$ cat src/rtl/hazard_stall_ctrl_if.sv
// Pipeline hazard interface: hazard inputs from the datapath plus stall/flush controls back to it.
interface hazard_stall_ctrl_if #(
  parameter int unsigned CNT_W = 16
);
  logic [4:0]       id_rs1_label_i;
  logic [4:0]       id_rs2_label_i;
  logic             id_uses_rs1_i;
  logic             id_uses_rs2_i;
  logic [4:0]       ex_rd_i;
  logic             ex_is_load_i;
  logic             ex_reg_wb_en_i;
  logic             ex_branch_taken_i;
  logic             imem_busywait_i;
  logic             dmem_busywait_i;
  logic             clr_cnt_i;
  logic             pc_stall_o;
  logic             if_id_stall_o;
  logic             if_id_flush_o;
  logic             id_ex_busywait_o;
  logic             id_ex_flush_o;
  logic             back_busywait_o;
  logic [1:0]       state_o;
  logic [CNT_W-1:0] stall_count_o;

  // Datapath side: drives hazard information, consumes controls
  modport master (
    output id_rs1_label_i, id_rs2_label_i, id_uses_rs1_i, id_uses_rs2_i,
           ex_rd_i, ex_is_load_i, ex_reg_wb_en_i, ex_branch_taken_i,
           imem_busywait_i, dmem_busywait_i, clr_cnt_i,
    input  pc_stall_o, if_id_stall_o, if_id_flush_o, id_ex_busywait_o,
           id_ex_flush_o, back_busywait_o, state_o, stall_count_o
  );

  // Controller side
  modport slave (
    input  id_rs1_label_i, id_rs2_label_i, id_uses_rs1_i, id_uses_rs2_i,
           ex_rd_i, ex_is_load_i, ex_reg_wb_en_i, ex_branch_taken_i,
           imem_busywait_i, dmem_busywait_i, clr_cnt_i,
    output pc_stall_o, if_id_stall_o, if_id_flush_o, id_ex_busywait_o,
           id_ex_flush_o, back_busywait_o, state_o, stall_count_o
  );
endinterface

$ cat src/rtl/hazard_stall_ctrl.sv
// Stall/flush controller for the 5-stage core: load-use bubbles, taken-branch
// squashes and memory wait states. Controls are Mealy outputs of state and inputs.
module hazard_stall_ctrl #(
  parameter int unsigned LOAD_USE_BUBBLES = 1,
  parameter int unsigned CNT_W            = 16
) (
  input logic                clk_i,
  input logic                rst_i,
  hazard_stall_ctrl_if.slave bus
);

  typedef enum logic [1:0] {
    S_RUN        = 2'd0,
    S_BUBBLE     = 2'd1,
    S_MEM_WAIT   = 2'd2,
    S_FLUSH_PEND = 2'd3
  } state_t;

  localparam logic [1:0] BUB_INIT = 2'(LOAD_USE_BUBBLES - 1);

  state_t           r_state;
  state_t           w_state_next;
  logic [1:0]       r_bub;
  logic [1:0]       w_bub_next;
  logic [CNT_W-1:0] r_cnt;

  logic w_busy;
  logic w_br;
  logic w_lu;
  logic w_pc_stall;
  logic w_if_id_stall;
  logic w_if_id_flush;
  logic w_id_ex_bw;
  logic w_id_ex_flush;
  logic w_back_bw;

  assign w_busy = bus.imem_busywait_i | bus.dmem_busywait_i;
  assign w_br   = bus.ex_branch_taken_i;
  assign w_lu   = bus.ex_is_load_i & bus.ex_reg_wb_en_i & (bus.ex_rd_i != 5'd0) &
                  ((bus.id_uses_rs1_i & (bus.id_rs1_label_i == bus.ex_rd_i)) |
                   (bus.id_uses_rs2_i & (bus.id_rs2_label_i == bus.ex_rd_i)));

  // State and bubble counter register
  always_ff @(posedge clk_i) begin
    if (rst_i) begin
      r_state <= S_RUN;
      r_bub   <= '0;
    end else begin
      r_state <= w_state_next;
      r_bub   <= w_bub_next;
    end
  end

  // Next-state: MEM_WAIT shares the RUN decision once memory is ready, so there is no dead cycle
  always_comb begin
    w_state_next = r_state;
    w_bub_next   = r_bub;
    unique case (r_state)
      S_RUN, S_MEM_WAIT: begin
        if (w_busy) begin
          w_state_next = w_br ? S_FLUSH_PEND : S_MEM_WAIT;
        end else if (w_br) begin
          w_state_next = S_RUN;
        end else if (w_lu && (LOAD_USE_BUBBLES > 1)) begin
          w_state_next = S_BUBBLE;
          w_bub_next   = BUB_INIT;
        end else begin
          w_state_next = S_RUN;
        end
      end
      S_BUBBLE: begin
        if (!w_busy) begin
          if (w_br) begin
            w_state_next = S_RUN;
            w_bub_next   = '0;
          end else begin
            w_bub_next = r_bub - 2'd1;
            if (r_bub == 2'd1) w_state_next = S_RUN;
          end
        end
      end
      S_FLUSH_PEND: begin
        if (!w_busy) w_state_next = S_RUN;
      end
      default: w_state_next = S_RUN;
    endcase
  end

  // Control outputs: reset squashes both front registers; busy freezes everything
  always_comb begin
    w_pc_stall    = 1'b0;
    w_if_id_stall = 1'b0;
    w_if_id_flush = 1'b0;
    w_id_ex_bw    = 1'b0;
    w_id_ex_flush = 1'b0;
    w_back_bw     = 1'b0;
    if (rst_i) begin
      w_if_id_flush = 1'b1;
      w_id_ex_flush = 1'b1;
    end else if (w_busy) begin
      w_pc_stall    = 1'b1;
      w_if_id_stall = 1'b1;
      w_id_ex_bw    = 1'b1;
      w_back_bw     = 1'b1;
    end else if ((r_state == S_FLUSH_PEND) || w_br) begin
      w_if_id_flush = 1'b1;
      w_id_ex_flush = 1'b1;
    end else if ((r_state == S_BUBBLE) || w_lu) begin
      w_pc_stall    = 1'b1;
      w_if_id_stall = 1'b1;
      w_id_ex_flush = 1'b1;
    end
  end

  // Saturating count of PC-stall cycles; clear wins over increment
  always_ff @(posedge clk_i) begin
    if (rst_i || bus.clr_cnt_i) begin
      r_cnt <= '0;
    end else if (w_pc_stall && (r_cnt != '1)) begin
      r_cnt <= r_cnt + 1'b1;
    end
  end

  assign bus.pc_stall_o       = w_pc_stall;
  assign bus.if_id_stall_o    = w_if_id_stall;
  assign bus.if_id_flush_o    = w_if_id_flush;
  assign bus.id_ex_busywait_o = w_id_ex_bw;
  assign bus.id_ex_flush_o    = w_id_ex_flush;
  assign bus.back_busywait_o  = w_back_bw;
  assign bus.state_o          = r_state;
  assign bus.stall_count_o    = r_cnt;

endmodule
$ cat src/flat_wrapper.sv
// flat-port wrapper written by rule: the top's interface ports become plain ports
module hazard_stall_ctrl_flat 
#(
  parameter int unsigned LOAD_USE_BUBBLES = 1,
  parameter int unsigned CNT_W            = 16
)
  (clk_i, rst_i, bus_id_rs1_label_i, bus_id_rs2_label_i, bus_id_uses_rs1_i, bus_id_uses_rs2_i, bus_ex_rd_i, bus_ex_is_load_i, bus_ex_reg_wb_en_i, bus_ex_branch_taken_i, bus_imem_busywait_i, bus_dmem_busywait_i, bus_clr_cnt_i, bus_pc_stall_o, bus_if_id_stall_o, bus_if_id_flush_o, bus_id_ex_busywait_o, bus_id_ex_flush_o, bus_back_busywait_o, bus_state_o, bus_stall_count_o);
  hazard_stall_ctrl_if #(.CNT_W(CNT_W)) bus_i ();
  input logic clk_i;
  input logic rst_i;
  input wire logic [$bits(bus_i.id_rs1_label_i)-1:0] bus_id_rs1_label_i;
  input wire logic [$bits(bus_i.id_rs2_label_i)-1:0] bus_id_rs2_label_i;
  input wire logic [$bits(bus_i.id_uses_rs1_i)-1:0] bus_id_uses_rs1_i;
  input wire logic [$bits(bus_i.id_uses_rs2_i)-1:0] bus_id_uses_rs2_i;
  input wire logic [$bits(bus_i.ex_rd_i)-1:0] bus_ex_rd_i;
  input wire logic [$bits(bus_i.ex_is_load_i)-1:0] bus_ex_is_load_i;
  input wire logic [$bits(bus_i.ex_reg_wb_en_i)-1:0] bus_ex_reg_wb_en_i;
  input wire logic [$bits(bus_i.ex_branch_taken_i)-1:0] bus_ex_branch_taken_i;
  input wire logic [$bits(bus_i.imem_busywait_i)-1:0] bus_imem_busywait_i;
  input wire logic [$bits(bus_i.dmem_busywait_i)-1:0] bus_dmem_busywait_i;
  input wire logic [$bits(bus_i.clr_cnt_i)-1:0] bus_clr_cnt_i;
  output wire logic [$bits(bus_i.pc_stall_o)-1:0] bus_pc_stall_o;
  output wire logic [$bits(bus_i.if_id_stall_o)-1:0] bus_if_id_stall_o;
  output wire logic [$bits(bus_i.if_id_flush_o)-1:0] bus_if_id_flush_o;
  output wire logic [$bits(bus_i.id_ex_busywait_o)-1:0] bus_id_ex_busywait_o;
  output wire logic [$bits(bus_i.id_ex_flush_o)-1:0] bus_id_ex_flush_o;
  output wire logic [$bits(bus_i.back_busywait_o)-1:0] bus_back_busywait_o;
  output wire logic [$bits(bus_i.state_o)-1:0] bus_state_o;
  output wire logic [$bits(bus_i.stall_count_o)-1:0] bus_stall_count_o;
  assign bus_i.id_rs1_label_i = bus_id_rs1_label_i;
  assign bus_i.id_rs2_label_i = bus_id_rs2_label_i;
  assign bus_i.id_uses_rs1_i = bus_id_uses_rs1_i;
  assign bus_i.id_uses_rs2_i = bus_id_uses_rs2_i;
  assign bus_i.ex_rd_i = bus_ex_rd_i;
  assign bus_i.ex_is_load_i = bus_ex_is_load_i;
  assign bus_i.ex_reg_wb_en_i = bus_ex_reg_wb_en_i;
  assign bus_i.ex_branch_taken_i = bus_ex_branch_taken_i;
  assign bus_i.imem_busywait_i = bus_imem_busywait_i;
  assign bus_i.dmem_busywait_i = bus_dmem_busywait_i;
  assign bus_i.clr_cnt_i = bus_clr_cnt_i;
  assign bus_pc_stall_o = bus_i.pc_stall_o;
  assign bus_if_id_stall_o = bus_i.if_id_stall_o;
  assign bus_if_id_flush_o = bus_i.if_id_flush_o;
  assign bus_id_ex_busywait_o = bus_i.id_ex_busywait_o;
  assign bus_id_ex_flush_o = bus_i.id_ex_flush_o;
  assign bus_back_busywait_o = bus_i.back_busywait_o;
  assign bus_state_o = bus_i.state_o;
  assign bus_stall_count_o = bus_i.stall_count_o;
  hazard_stall_ctrl #(.LOAD_USE_BUBBLES(LOAD_USE_BUBBLES), .CNT_W(CNT_W)) u_core (.clk_i(clk_i), .rst_i(rst_i), .bus(bus_i));
endmodule
$ cat config.mk
export PLATFORM = sky130hd
export DESIGN_NAME = hazard_stall_ctrl_flat
export DESIGN_NICKNAME = d
export VERILOG_FILES = /design/src/rtl/hazard_stall_ctrl_if.sv /design/src/rtl/hazard_stall_ctrl.sv /design/src/flat_wrapper.sv
export SDC_FILE = /design/constraint.sdc
export NUM_CORES = 1
export LEC_CHECK = 0
export CELL_PAD_IN_SITES_DETAIL_PLACEMENT = 1
export CELL_PAD_IN_SITES_GLOBAL_PLACEMENT = 2
export CORE_MARGIN = 10
export CORE_UTILIZATION = 22
export DETAILED_ROUTE_END_ITERATION = 8
export PLACE_DENSITY = 0.88
export SLEW_MARGIN = 10
export SYNTH_ARGS = -nofsm -noshare
export SYNTH_HDL_FRONTEND = slang
export SYNTH_SLANG_ARGS = --single-unit
$ cat constraint.sdc
create_clock -name clk_i -period 1.7 [get_ports clk_i]
set_input_delay 0.17 -clock clk_i [delete_from_list [all_inputs] [get_ports clk_i]]
set_output_delay 0.17 -clock clk_i [all_outputs]
set_load 0.005 [all_outputs]
==> impl_metrics.ini, run 1 <==
[run_status]
status = complete, but fails checks
violations = setup timing

[drt]
num_vias = 1686
first_pass_iters = 4
routed_wl_mm = 6.31
via_per_inst = 5.08
antenna_left = 0
drc = 0
wl_per_cell_um = 19.0
drt_iter0_drc = 73

[sta]
post-route-period-util_pct = 110
rsz0062_at_grt = yes
max_freq_ghz = 0.537
slew_headroom_pct = 67.9
period_needed_ns = 1.86
setup_slack_ns = -0.162
worst_pin_slew_ns = 0.480
setup_viol = 19
setup_tns_ns = -1.81
skew_ns = 0.00475
hold_violations = 0
slew_viol_final = 0

[global_routing]
grt_max_degree = 15
grt_pass1_wl_mm = 9.81
grt_pass1_vias = 1862
grt-ovfl-total = 0
antenna_found_initial = 0
gr-usage-all-layers_pct = 13.6

[setup_path]
worstSetupEndpointType = output pin
arrival_ns = 1.69
critPathLaunchType = input port
cp.required_ns = 1.53
crit_type = input port to output pin
ff2ff_setup_slack_ns = -0.15
reg2reg_to = u_core.bus.stall_count_o[5]$_SDFFE_PP0P_
reg2reg_depth = 6
path_max_fanout = 4
r2r_start = u_core.bus.state_o[0]$_SDFFE_PP0P_
worstSetupStartpoint = bus_ex_rd_i[1]

[power_and_ir_drop]
power.internal_uw = 893
clock_power_share_pct = 30.9
p_leak_nw = 1.02
p_seq_share_pct = 38.6
power_per_cell_area_nw_per_um2 = 451
swShare_pct = 28.3
comb_power_share_pct = 30.4
switching_power_uw = 352
ir_drop_mv = 0.287

[logic_synthesis]
synth_seq_area_share_pct = 31.6
postSynthCellCount = 153
synthTopCellsByCount = dfxtp_1, a21oi_1, nand2_1, nor2_1, o31ai_1
synth_top_area_share_pct = 31.6
postSynthNetCount = 180
ys.flop_type = dfxtp_1
synth.area.top_cells = dfxtp_1, xnor2_1, a21oi_1, o31ai_1, or4_1
synth_warnings = 0
syn_area_um2 = 1270
ys_seq_elements = 20
postSynthAreaPerCell_um2 = 8.28
yosysMostFrequentCell = dfxtp_1
synth-edff-count = 0
async_flop_share_pct = 0
ys_types = 37
synth_top_area_cell = dfxtp_1

[floorplanning]
pin_count = 49
die_h_um = 95.9
start_util_pct = 22.9
rows = 27
core_um2 = 5540
die_x_um = 95.9
die_area_um2 = 9190

[clocking]
clk_pin_slew_ns = 0.08
cts_hold_buffers = 0
cts_made_buffers = 3
cts_root_buf = clkbuf_8
htree_levels = 1
tritoncts = yes
clock_path_buffers = 2
clock_sinks = 20
insertion_delay_ns = 0.27

[finish]
area_growth_pct = 118
fin_area_um2 = 2760
num-fill-cells = 636
nNetsFinal = 288
post_route_cells_drive_above_1_share_pct = 56.9
diodes = 0

[min_path]
hold_path.class = input port to flip-flop
min_from = rst_i
hold_end = u_core.r_bub[1]$_SDFFE_PP0P_
worstHoldPathCells = 3

[place]
placed_cell_area_um2 = 2150
hpwl_mm = 3.99
gp_congestion = 0.841
dp_slack_ns = -0.785
placement.io_buffers = 48

[job]
maxCapViolations = 0
## worst max path at each step
| stage | endpoint | cells after the start | slack [ns] |
|---|---|---|---|
| after floorplan | u_core.bus.stall_count_o[13]$_SDFFE_PP0P_ | 5 | -0.02 |
| after global placement | u_core.bus.stall_count_o[9]$_SDFFE_PP0P_ | 8 | -0.69 |
| after detailed placement | u_core.bus.stall_count_o[3]$_SDFFE_PP0P_ | 8 | -0.78 |
| after CTS | bus_if_id_stall_o | 6 | -0.23 |
| after global routing | u_core.bus.stall_count_o[5]$_SDFFE_PP0P_ | 9 | -0.26 |
| final | bus_pc_stall_o | 6 | -0.16 |
## sequential cells by signal, indices dropped and copies added, names as in the netlist
signal                    count
u_core.bus.stall_count_o     16
u_core.bus.state_o            2
u_core.r_bub                  2
## cells by family (layout without fill, tap and decap cells)
family	count (synthesis)	in the layout	share of synthesized area, %
buf+inv	12	118	6.22
mux	1	1	0.791
flops	20	20	31.6
fa+ha+maj	2	2	1.98
xor+xnor	10	10	6.92
compound gates	38	38	21.5
simple gates	70	71	30.9
## through the flow
step	cells	hold slack [ns]	power [mW]	utilization [%]
floorplan	153	0.332	0.600	-
detailed placement	309	0.482	0.757	38.9
finish	332	0.343	1.24	49.8
CTS	330	0.499	1.22	47.3
global placement	309	0.470	0.749	38.9
global route	332	0.371	1.30	49.8
## cell usage in the layout, fill, tap and decap left out, types with 6 or more instances in the layout
master and instances:
nor3_1 7, clkdlybuf4s50_1 28, buf_4 48, nand4_1 6, nor2_1 6, or4_4 9
buf_6 8, a21oi_1 7, xnor2_1 7, o31ai_4 6, clkdlybuf4s15_1 7, a21oi_2 9
nand2_1 10, dfxtp_2 8, dfxtp_1 11
## per-layer routing
layer	global-route usage [%]	vias up	share of wire, %
met5	0	-	0
met4	4.79	0	2.4
met3	3.35	13	5.6
met2	24.3	55	50
met1	15.3	830	42
li1	-	788	-
## worst max-delay path: stages
cell and delay (ns):
buf_6 0.10, or3_4 0.38, o311a_4 0.33, a211oi_4 0.46, nor2_2 0.10, buf_2 0.15
## power by group through the flow
stage	logic (mW)	clock network (mW)	registers [mW]
final	0.379	0.385	0.481
after global routing	0.405	0.413	0.482
after CTS	0.361	0.384	0.480
after detailed placement	0.267	0	0.490
after global placement	0.259	0	0.490
after floorplan	0.109	0	0.491
## repair_timing
item                                    CTS  global route
pin swaps                                39            31
buffers inserted                         13             5
gates resized for setup                  95            45
endpoints found under the setup margin   20            22
gates cloned                              4             0
## cell type report
cell class / count / area, µm² / area share, %
Multi-Input combinational cell: 122 / 1140 / 41.3
Sequential cell: 20 / 414 / 15.0
Inverter: 3 / 11.3 / 0.408
Clock buffer: 4 / 55.1 / 2.00
Timing Repair Buffer: 111 / 1050 / 38.0
Tap cell: 72 / 90.1 / 3.27
Power figures use the tool's default switching activity.
==> run 2, diff against run 1 <==
--- a/config.mk
+++ b/config.mk
@@ -5,6 +5,7 @@
 export SDC_FILE = /design/constraint.sdc
 export NUM_CORES = 1
 export LEC_CHECK = 0
+export CAP_MARGIN = 20
 export CELL_PAD_IN_SITES_DETAIL_PLACEMENT = 1
 export CELL_PAD_IN_SITES_GLOBAL_PLACEMENT = 2
 export CORE_MARGIN = 10
==> results of run 2 <==
No change in the layout: final DEF, timing and power equal those of run 1.
